`src/rtl/two_five_pkg.sv`:
```
// rtl/two_five_pkg.sv - shared types and 2-of-5 code constants for the serial frame controller
//
// Purpose: FSM state enum, code width and the ten digit codes plus the
// substitute code used for non-BCD digit values.
// Ports: none (package).

package two_five_pkg;

  typedef enum logic [1:0] {
    IDLE = 2'd0,
    SEND = 2'd1,
    DONE = 2'd2
  } state_t;

  localparam int CODE_W = 5;

  localparam logic [CODE_W-1:0] CODE_0       = 5'b01100;
  localparam logic [CODE_W-1:0] CODE_1       = 5'b11000;
  localparam logic [CODE_W-1:0] CODE_2       = 5'b10100;
  localparam logic [CODE_W-1:0] CODE_3       = 5'b10010;
  localparam logic [CODE_W-1:0] CODE_4       = 5'b01010;
  localparam logic [CODE_W-1:0] CODE_5       = 5'b00110;
  localparam logic [CODE_W-1:0] CODE_6       = 5'b10001;
  localparam logic [CODE_W-1:0] CODE_7       = 5'b01001;
  localparam logic [CODE_W-1:0] CODE_8       = 5'b00101;
  localparam logic [CODE_W-1:0] CODE_9       = 5'b00011;
  localparam logic [CODE_W-1:0] CODE_INVALID = 5'b11011;

endpackage

```
`src/rtl/two_of_five_lut.sv`:
```
// rtl/two_of_five_lut.sv - combinational BCD digit to 2-of-5 code map
//
// Purpose: maps one 4-bit digit to its 5-bit 2-of-5 code; values above 9
// map to CODE_INVALID.
// Ports:
//   digit  in  4       BCD digit
//   code   out CODE_W  2-of-5 code, bit 4 is transmitted first

module two_of_five_lut
  import two_five_pkg::*;
(
  input  logic [3:0]        digit,
  output logic [CODE_W-1:0] code
);

  always_comb begin
    code = CODE_INVALID;
    unique case (digit)
      4'd0:    code = CODE_0;
      4'd1:    code = CODE_1;
      4'd2:    code = CODE_2;
      4'd3:    code = CODE_3;
      4'd4:    code = CODE_4;
      4'd5:    code = CODE_5;
      4'd6:    code = CODE_6;
      4'd7:    code = CODE_7;
      4'd8:    code = CODE_8;
      4'd9:    code = CODE_9;
      default: code = CODE_INVALID;
    endcase
  end

endmodule

```
`src/rtl/two_five_ser_ctrl.sv`:
```
// rtl/two_five_ser_ctrl.sv - BCD frame to serial 2-of-5 bitstream controller
//
// Purpose: accepts an NDIGITS-digit BCD frame on a valid/ready handshake and
// shifts out the 2-of-5 code of each digit (digit 0 first, code bit 4 first)
// under ser_ready backpressure, then pulses done for one cycle.
// Build option: TWO_FIVE_CHECK_EN - when defined, frames holding a digit
// above 9 are rejected at accept and go straight to DONE with err set.
// Ports:
//   clk        in   1           rising-edge clock
//   reset      in   1           synchronous active-high reset
//   in_valid   in   1           producer offers a frame
//   in_bcd     in   4*NDIGITS   BCD frame, digit 0 in the top nibble
//   in_ready   out  1           frame can be accepted (IDLE or DONE)
//   ser_ready  in   1           downstream consumes the current bit
//   ser_en     out  1           ser_out carries a valid bit
//   ser_out    out  1           serial data, 0 when ser_en=0
//   done       out  1           one-cycle end-of-frame pulse
//   err        out  1           last accepted frame had a digit above 9

module two_five_ser_ctrl
  import two_five_pkg::*;
#(
  parameter int NDIGITS = 4
) (
  input  logic                 clk,
  input  logic                 reset,
  input  logic                 in_valid,
  input  logic [4*NDIGITS-1:0] in_bcd,
  output logic                 in_ready,
  input  logic                 ser_ready,
  output logic                 ser_en,
  output logic                 ser_out,
  output logic                 done,
  output logic                 err
);

  localparam int FW = 4 * NDIGITS;
  localparam int DW = (NDIGITS > 1) ? $clog2(NDIGITS) : 1;
  localparam logic [DW-1:0] DIG_LAST = DW'(NDIGITS - 1);

  state_t            state, state_n;
  logic [FW-1:0]     frame;
  logic [2:0]        bit_cnt;
  logic [DW-1:0]     dig_cnt;
  logic              err_q;
  logic              accept;
  logic              frame_bad;
  logic              last_digit;
  logic [CODE_W-1:0] cur_code;

  assign in_ready   = (state == IDLE) || (state == DONE);
  assign accept     = in_valid && in_ready;
  assign last_digit = (dig_cnt == DIG_LAST);

  always_comb begin
    frame_bad = 1'b0;
    for (int i = 0; i < NDIGITS; i++) begin
      if (in_bcd[4*i +: 4] > 4'd9) frame_bad = 1'b1;
    end
  end

  // The frame register shifts left one digit as each digit completes, so the
  // digit being sent always sits in the top nibble.
  two_of_five_lut u_lut (
    .digit (frame[FW-1 -: 4]),
    .code  (cur_code)
  );

  always_comb begin
    state_n = state;
    unique case (state)
      IDLE, DONE: begin
        if (accept) begin
          state_n = SEND;
`ifdef TWO_FIVE_CHECK_EN
          if (frame_bad) state_n = DONE;
`endif
        end else begin
          state_n = IDLE;
        end
      end
      SEND: begin
        if (ser_ready && bit_cnt == 3'd4 && last_digit) state_n = DONE;
      end
      default: state_n = IDLE;
    endcase
  end

  always_ff @(posedge clk) begin
    if (reset) begin
      state   <= IDLE;
      frame   <= '0;
      bit_cnt <= 3'd0;
      dig_cnt <= '0;
      err_q   <= 1'b0;
    end else begin
      state <= state_n;
      if (accept) begin
        frame   <= in_bcd;
        bit_cnt <= 3'd0;
        dig_cnt <= '0;
        err_q   <= frame_bad;
      end else if (state == SEND && ser_ready) begin
        if (bit_cnt == 3'd4) begin
          bit_cnt <= 3'd0;
          // Counters stop at their terminal values on the final digit.
          if (!last_digit) begin
            dig_cnt <= dig_cnt + DW'(1);
            frame   <= frame << 4;
          end
        end else begin
          bit_cnt <= bit_cnt + 3'd1;
        end
      end
    end
  end

  assign ser_en  = (state == SEND);
  assign ser_out = ser_en & cur_code[3'd4 - bit_cnt];
  assign done    = (state == DONE);
  assign err     = err_q;

endmodule

```
`config.mk`:
```
export PLATFORM = sky130hd
export DESIGN_NAME = two_five_ser_ctrl
export DESIGN_NICKNAME = d
export VERILOG_FILES = /design/src/rtl/two_five_pkg.sv /design/src/rtl/two_of_five_lut.sv /design/src/rtl/two_five_ser_ctrl.sv
export SDC_FILE = /design/constraint.sdc
export NUM_CORES = 1
export LEC_CHECK = 0
export CAP_MARGIN = 10
export CELL_PAD_IN_SITES_DETAIL_PLACEMENT = 0
export CELL_PAD_IN_SITES_GLOBAL_PLACEMENT = 1
export CORE_ASPECT_RATIO = 1.4
export CORE_MARGIN = 10
export CORE_UTILIZATION = 37
export DETAILED_ROUTE_END_ITERATION = 7
export HOLD_SLACK_MARGIN = 0.05
export PLACE_DENSITY = 0.79
export SKIP_LAST_GASP = 1
export SYNTH_ARGS = -nofsm -noshare
export SYNTH_HDL_FRONTEND = slang
export SYNTH_HIERARCHICAL = 1
export SYNTH_SLANG_ARGS = --single-unit
```
`constraint.sdc`:
```
create_clock -name clk -period 2.1 [get_ports clk]
set_input_delay 0.21 -clock clk [delete_from_list [all_inputs] [get_ports clk]]
set_output_delay 0.21 -clock clk [all_outputs]
set_load 0.01 [all_outputs]
```
==> results.json, run 1 <==
{
  "setup-violations-final": 0,
  "hold_depth": 2,
  "reg2regPathDepth": 6,
  "syn_nets": 202,
  "clk_latency_ps": 270,
  "hold_viol": 0,
  "p_leak_nw": 0.631,
  "min_from": "frame[9]$_SDFFE_PP0P_",
  "reg2reg_from": "bit_cnt[0]$_SDFFE_PP0P_",
  "whs_ps": 486,
  "yosys_warnings": 6,
  "drt_iter0_drc": 72,
  "grt_antenna_before_repair": 0,
  "max_freq_ghz": 0.505,
  "dp_hpwl_um": 2570,
  "syn_area_um2": 1380,
  "htreeDepth": 1,
  "hp-class": "register to register",
  "startpoint_type": "register",
  "drtPass1Iterations": 4,
  "async_reset_ff_share_pct": 0,
  "synth_flop_cell": "dfxtp_1",
  "syn2layout_area_growth_pct": 27.7,
  "place_inst": 236,
  "drc": 0,
  "cts_tree": "done",
  "nets": 228,
  "r2r-end": "frame[7]$_SDFFE_PP0P_",
  "avgRoutedWirePerCell_um": 14.3,
  "synth_edf_count": 0,
  "maxCapViolations": 0,
  "ios": 25,
  "syn_inst": 173,
  "min_to": "frame[13]$_SDFFE_PP0P_",
  "cts_buffers": 3,
  "gp_congestion": 0.832,
  "fin_cells": 240,
  "skew_ps": 4.45,
  "syn_avg_cell_area_um2": 7.98,
  "portBuffers": 24,
  "clkSinkCount": 24,
  "wl_um": 3440,
  "synth_cell_type_count": 35,
  "initial_core_util_pct": 38.2,
  "setup.worst_path.end_class": "primary output",
  "finalCritPeriodShare_pct": 94.3,
  "grt-ovfl-total": 0,
  "min_period_ps": 1980,
  "core-area_um2": 3610,
  "row_count": 26,
  "status": "complete, no violations",
  "drv_slew": 0,
  "antennaDiodeCount": 0,
  "drive_gt1_share_pct": 12.1,
  "grt_pass1_vias": 1371,
  "slew_headroom_pct": 70.5,
  "synth-seq-cells": 24,
  "grt_max_degree": 30,
  "clkTransAtPathRegs_ps": 90,
  "antenna_left": 0,
  "crit_arrival_ps": 1770,
  "die_w_um": 71.6,
  "setup.worst_path.class": "register to primary output",
  "vias_per_cell": 5.63,
  "grt.total_usage_pct": 10.7,
  "rsz0062_at_grt": "no",
  "vdd.ir_drop.worst_uv": 447,
  "clockBufferDepth": 2,
  "tightest_slew_ps": 441,
  "worstPathRequired_ps": 1890,
  "grt_pass1_wl_um": 6110,
  "die_height_um": 92.3,
  "synth-seq-area-share_pct": 34.8,
  "clk_root_buffer_cell": "clkbuf_8",
  "rrSetupSlack_ps": 450,
  "routed-via-count": 1352,
  "power_density_nw_per_um2": 633,
  "die-area_um2": 6610,
  "crit_fanout": 3
}
area by class of cell:
cell class | count | area, µm²
tap | 42 | 52.6
clock inverter | 1 | 30.0
inverter | 9 | 33.8
sequential | 24 | 483
fill | 356 | 1850
multi-input combinational | 127 | 812
timing repair buffer | 34 | 310
clock buffer | 3 | 41.3
through the flow:
stage | util (%) | setup TNS (ps) | worst slack [ps] | area (µm²) | total power, W
floorplan | - | 0 | 420 | 1380 | 0.000632
global route | 48.8 | 0 | 6.28 | 1760 | 0.00116
detailed placement | 46.5 | -27.8 | -27.8 | 1680 | 0.000721
CTS | 48.9 | 0 | 9.09 | 1760 | 0.00113
finish | 48.8 | 0 | 119 | 1760 | 0.00112
global placement | 46.5 | 0 | 25.7 | 1680 | 0.000715
metal layers:
metal,up-vias,GRT usage [%],share of wire (%)
met2,31,17.7,48
li1,681,-,-
met1,635,12.6,45
met5,-,0,0
met3,5,2.59,5.7
met4,0,4.53,1.6
worst max-delay path, stage by stage, from the launching register on:
cell and delay [ps]:
dfxtp_2 340, inv_2 40, ha_1 270, nand2_1 50
o21ai_0 90, a21oi_1 90, mux2i_1 180, o32ai_1 120
o21a_1 190, buf_2 130
cells in the mapped netlist (2+ instances only):
library cell | count | share of area [%]
or3_1 | 2 | 0.91
clkbuf_1 | 3 | 0.82
nor3_1 | 2 | 0.73
and2b_1 | 2 | 1.1
dfxtp_1 | 24 | 35
inv_1 | 8 | 2.2
nand2_1 | 13 | 3.5
nand3_1 | 13 | 4.7
ha_1 | 9 | 8.2
nand2b_1 | 3 | 1.4
nor2_1 | 15 | 4.1
a311oi_1 | 12 | 7.6
buf_2 | 6 | 2.2
mux2i_1 | 3 | 2.2
o211ai_1 | 4 | 2.2
a21oi_1 | 12 | 4.4
nand4_1 | 2 | 0.91
o21ai_0 | 23 | 8.3
timing repair:
item | in CTS | in global routing
pin swaps | 0 | 4
resized for setup | 4 | 5
hold buffers | 0 | 0
endpoints found under the setup margin | 1 | 1
buffers inserted | 0 | 0
gates cloned | 0 | 0
cells in the final DEF, fill, tap and decap left out, types with 2 or more instances in the layout:
cell type        netlist  layout
nand3_1               13      13
a311oi_1              12      12
o21ai_0               23      23
buf_4                  1      10
clkdlybuf4s50_1        0      23
mux2i_1                3       3
dfxtp_2                0       2
nor2_1                15      15
o211ai_1               4       4
nand2_1               13      13
inv_1                  8       7
a21oi_1               12      12
dfxtp_1               24      22
nand4_1                2       2
inv_2                  1       2
clkbuf_8               0       3
nor3_1                 2       2
and2b_1                2       2
or3_1                  2       2
ha_1                   9       7
nand2b_1               3       3
power breakdown:
group	internal (W)	total [W]	switching (W)
registers	0.000484	0.000504	0.0000200
clock network	0.000255	0.000404	0.000149
logic	0.000105	0.000208	0.000103
total	0.000843	0.00112	0.000272
cells by family (layout without fill, tap and decap cells):
logic type | Yosys count | after routing | synth area share, %
AND/OR/NAND/NOR | 59 | 59 | 22.4
adder cells (fa/ha/maj) | 9 | 9 | 8.16
flip-flops | 24 | 24 | 34.8
buffers and inverters | 22 | 47 | 7.43
AO/OA/AOI/OAI | 56 | 56 | 25.0
multiplexers | 3 | 3 | 2.18
how the worst max path moves through the flow:
stage | slack, ps | start | end | depth (start not counted)
floorplan | 420 | bit_cnt[0]$_SDFFE_PP0P_ | frame[10]$_SDFFE_PP0P_ | 8
global placement | 30 | bit_cnt[0]$_SDFFE_PP0P_ | ser_out | 7
detailed placement | -30 | bit_cnt[0]$_SDFFE_PP0P_ | ser_out | 7
CTS | 9 | frame[12]$_SDFFE_PP0P_ | ser_out | 9
global route | 6 | frame[13]$_SDFFE_PP0P_ | ser_out | 9
finish | 120 | frame[12]$_SDFFE_PP0P_ | ser_out | 9
registers in the layout (all words and copies together) (netlist names):
name and flops:
bit_cnt 3, dig_cnt 2, err 1, frame 16, state 2
Note: power is estimated with default switching activity, not from simulation.
==> inputs of run 2 (changes only) <==
Settings changed: RECOVER_POWER from default to 25, SETUP_SLACK_MARGIN from default to 0.02.
==> results.json, run 2 (synthesis gave the netlist of run 1 again) <==
{
  "status": "complete, no violations",
  "die_w_um": 71.6,
  "syn2layout_area_growth_pct": 27.6,
  "setup.worst_path.class": "register to primary output",
  "grt_antenna_before_repair": 0,
  "antennaDiodeCount": 0,
  "cts_tree": "done",
  "row_count": 26,
  "nets": 228,
  "startpoint_type": "register",
  "die-area_um2": 6610,
  "clockBufferDepth": 2,
  "placedInstanceArea_um2": 1680,
  "reg_top3": "frame: 16 flops, bit_cnt: 3 flops",
  "initial_core_util_pct": 38.2,
  "grt.total_usage_pct": 10.7,
  "grt_pass1_vias": 1371,
  "drc": 0,
  "max_freq_ghz": 0.507,
  "drtPass1Iterations": 4,
  "finalCritPeriodShare_pct": 93.9,
  "cts_buffers": 3,
  "vias_per_cell": 5.63,
  "clk_latency_ps": 270,
  "maxCapViolations": 0,
  "vdd.ir_drop.worst_uv": 447,
  "grt_max_degree": 30,
  "skew_ps": 4.80,
  "antenna_left": 0,
  "htreeDepth": 1,
  "rsz0062_at_grt": "no",
  "core-area_um2": 3610,
  "tightest_slew_ps": 528,
  "drv_slew": 0,
  "portBuffers": 24,
  "drive_gt1_share_pct": 12.6,
  "hold_viol": 0,
  "final_area_um2": 1760,
  "drt_iter0_drc": 74,
  "grt_pass1_wl_um": 6110,
  "hp-class": "register to register",
  "wl_um": 3440,
  "clk_root_buffer_cell": "clkbuf_8",
  "min_period_ps": 1970,
  "ios": 25,
  "crit_fanout": 3,
  "die_height_um": 92.3,
  "gp_congestion": 0.832,
  "crit_arrival_ps": 1760,
  "dp_hpwl_um": 2570,
  "clkSinkCount": 24,
  "largest_register": "frame",
  "power_w": 0.00111,
  "fin_setup_tns_ps": 0,
  "cts_setup_buffers": 0,
  "slew_headroom_pct": 64.8,
  "avgRoutedWirePerCell_um": 14.3,
  "worstPathRequired_ps": 1890,
  "setup.worst_path.end_class": "primary output",
  "largest_reg_flops": 16,
  "layout_common_cells": "22 x o21ai_0, 22 x dfxtp_1, 22 x clkdlybuf4s50_1, 15 x nor2_1",
  "clkTransAtPathRegs_ps": 90,
  "routed-via-count": 1350,
  "grt-ovfl-total": 0,
  "p_leak_nw": 0.632,
  "setup-violations-final": 0,
  "power_density_nw_per_um2": 633
}
-- run 2: metal layers --
| metal | GRT usage (%) | routed length (µm) |
|---|---|---|
| met2 | 17.7 | 1650 |
| met5 | 0 | 0 |
| met1 | 12.6 | 1540 |
| met4 | 4.53 | 55 |
| met3 | 2.59 | 196 |
-- run 2: worst paths after layout --
| path | start | endpoint | slack [ps] | cells past startpoint |
|---|---|---|---|---|
| worst max-delay path | frame[12]$_SDFFE_PP0P_ | ser_out | 130 | 9 |
| worst min-delay path | frame[9]$_SDFFE_PP0P_ | frame[13]$_SDFFE_PP0P_ | 490 | 2 |
| worst max register to register | bit_cnt[0]$_SDFFE_PP0P_ | frame[7]$_SDFFE_PP0P_ | 450 | 6 |
| worst min register to register | frame[9]$_SDFFE_PP0P_ | frame[13]$_SDFFE_PP0P_ | 490 | 2 |
-- run 2: repair_timing --
action	in CTS	in global routing
hold buffers	0	0
endpoints found under the hold margin	0	0
resized for setup	4	7
pin swaps	1	4
setup endpoints to repair	1	1
-- run 2: area by class of cell --
cell class | count | area, µm²
fillers | 355 | 1850
well taps | 42 | 52.6
inverters | 9 | 33.8
flip-flops and latches | 24 | 483
repair buffers | 34 | 308
multi-input cells | 127 | 812
clock inverters | 1 | 30.0
clock buffers | 3 | 41.3
-- run 2: where the power goes --
part,switching [W],internal (W),total (W)
clock,0.000148,0.000255,0.000403
sequential,0.0000203,0.000484,0.000504
combinational,0.000103,0.000104,0.000207
total,0.000272,0.000842,0.00111
-- run 2: stage by stage --
stage	hold WS, ps	setup WS [ps]	instances	utilization (%)
detailed placement	478	-27.8	236	46.5
global placement	465	25.7	236	46.5
floorplan	350	420	173	-
finish	486	129	240	48.8
CTS	490	24.1	240	48.9
global route	501	22.5	240	48.8
-- run 2: critical path, stage by stage, from the launching register on --
cell and delay [ps]:
dfxtp_2 340, inv_2 40, ha_1 270, nand2_1 50
o21ai_1 90, a21oi_1 80, mux2i_1 170, o32ai_1 120
o21a_1 190, buf_2 130
==> inputs of run 3 (changes only) <==
Settings changed: CTS_CLUSTER_DIAMETER from default to 50.
==> results of run 3 <==
No change in the layout: final DEF, timing and power equal those of run 2.
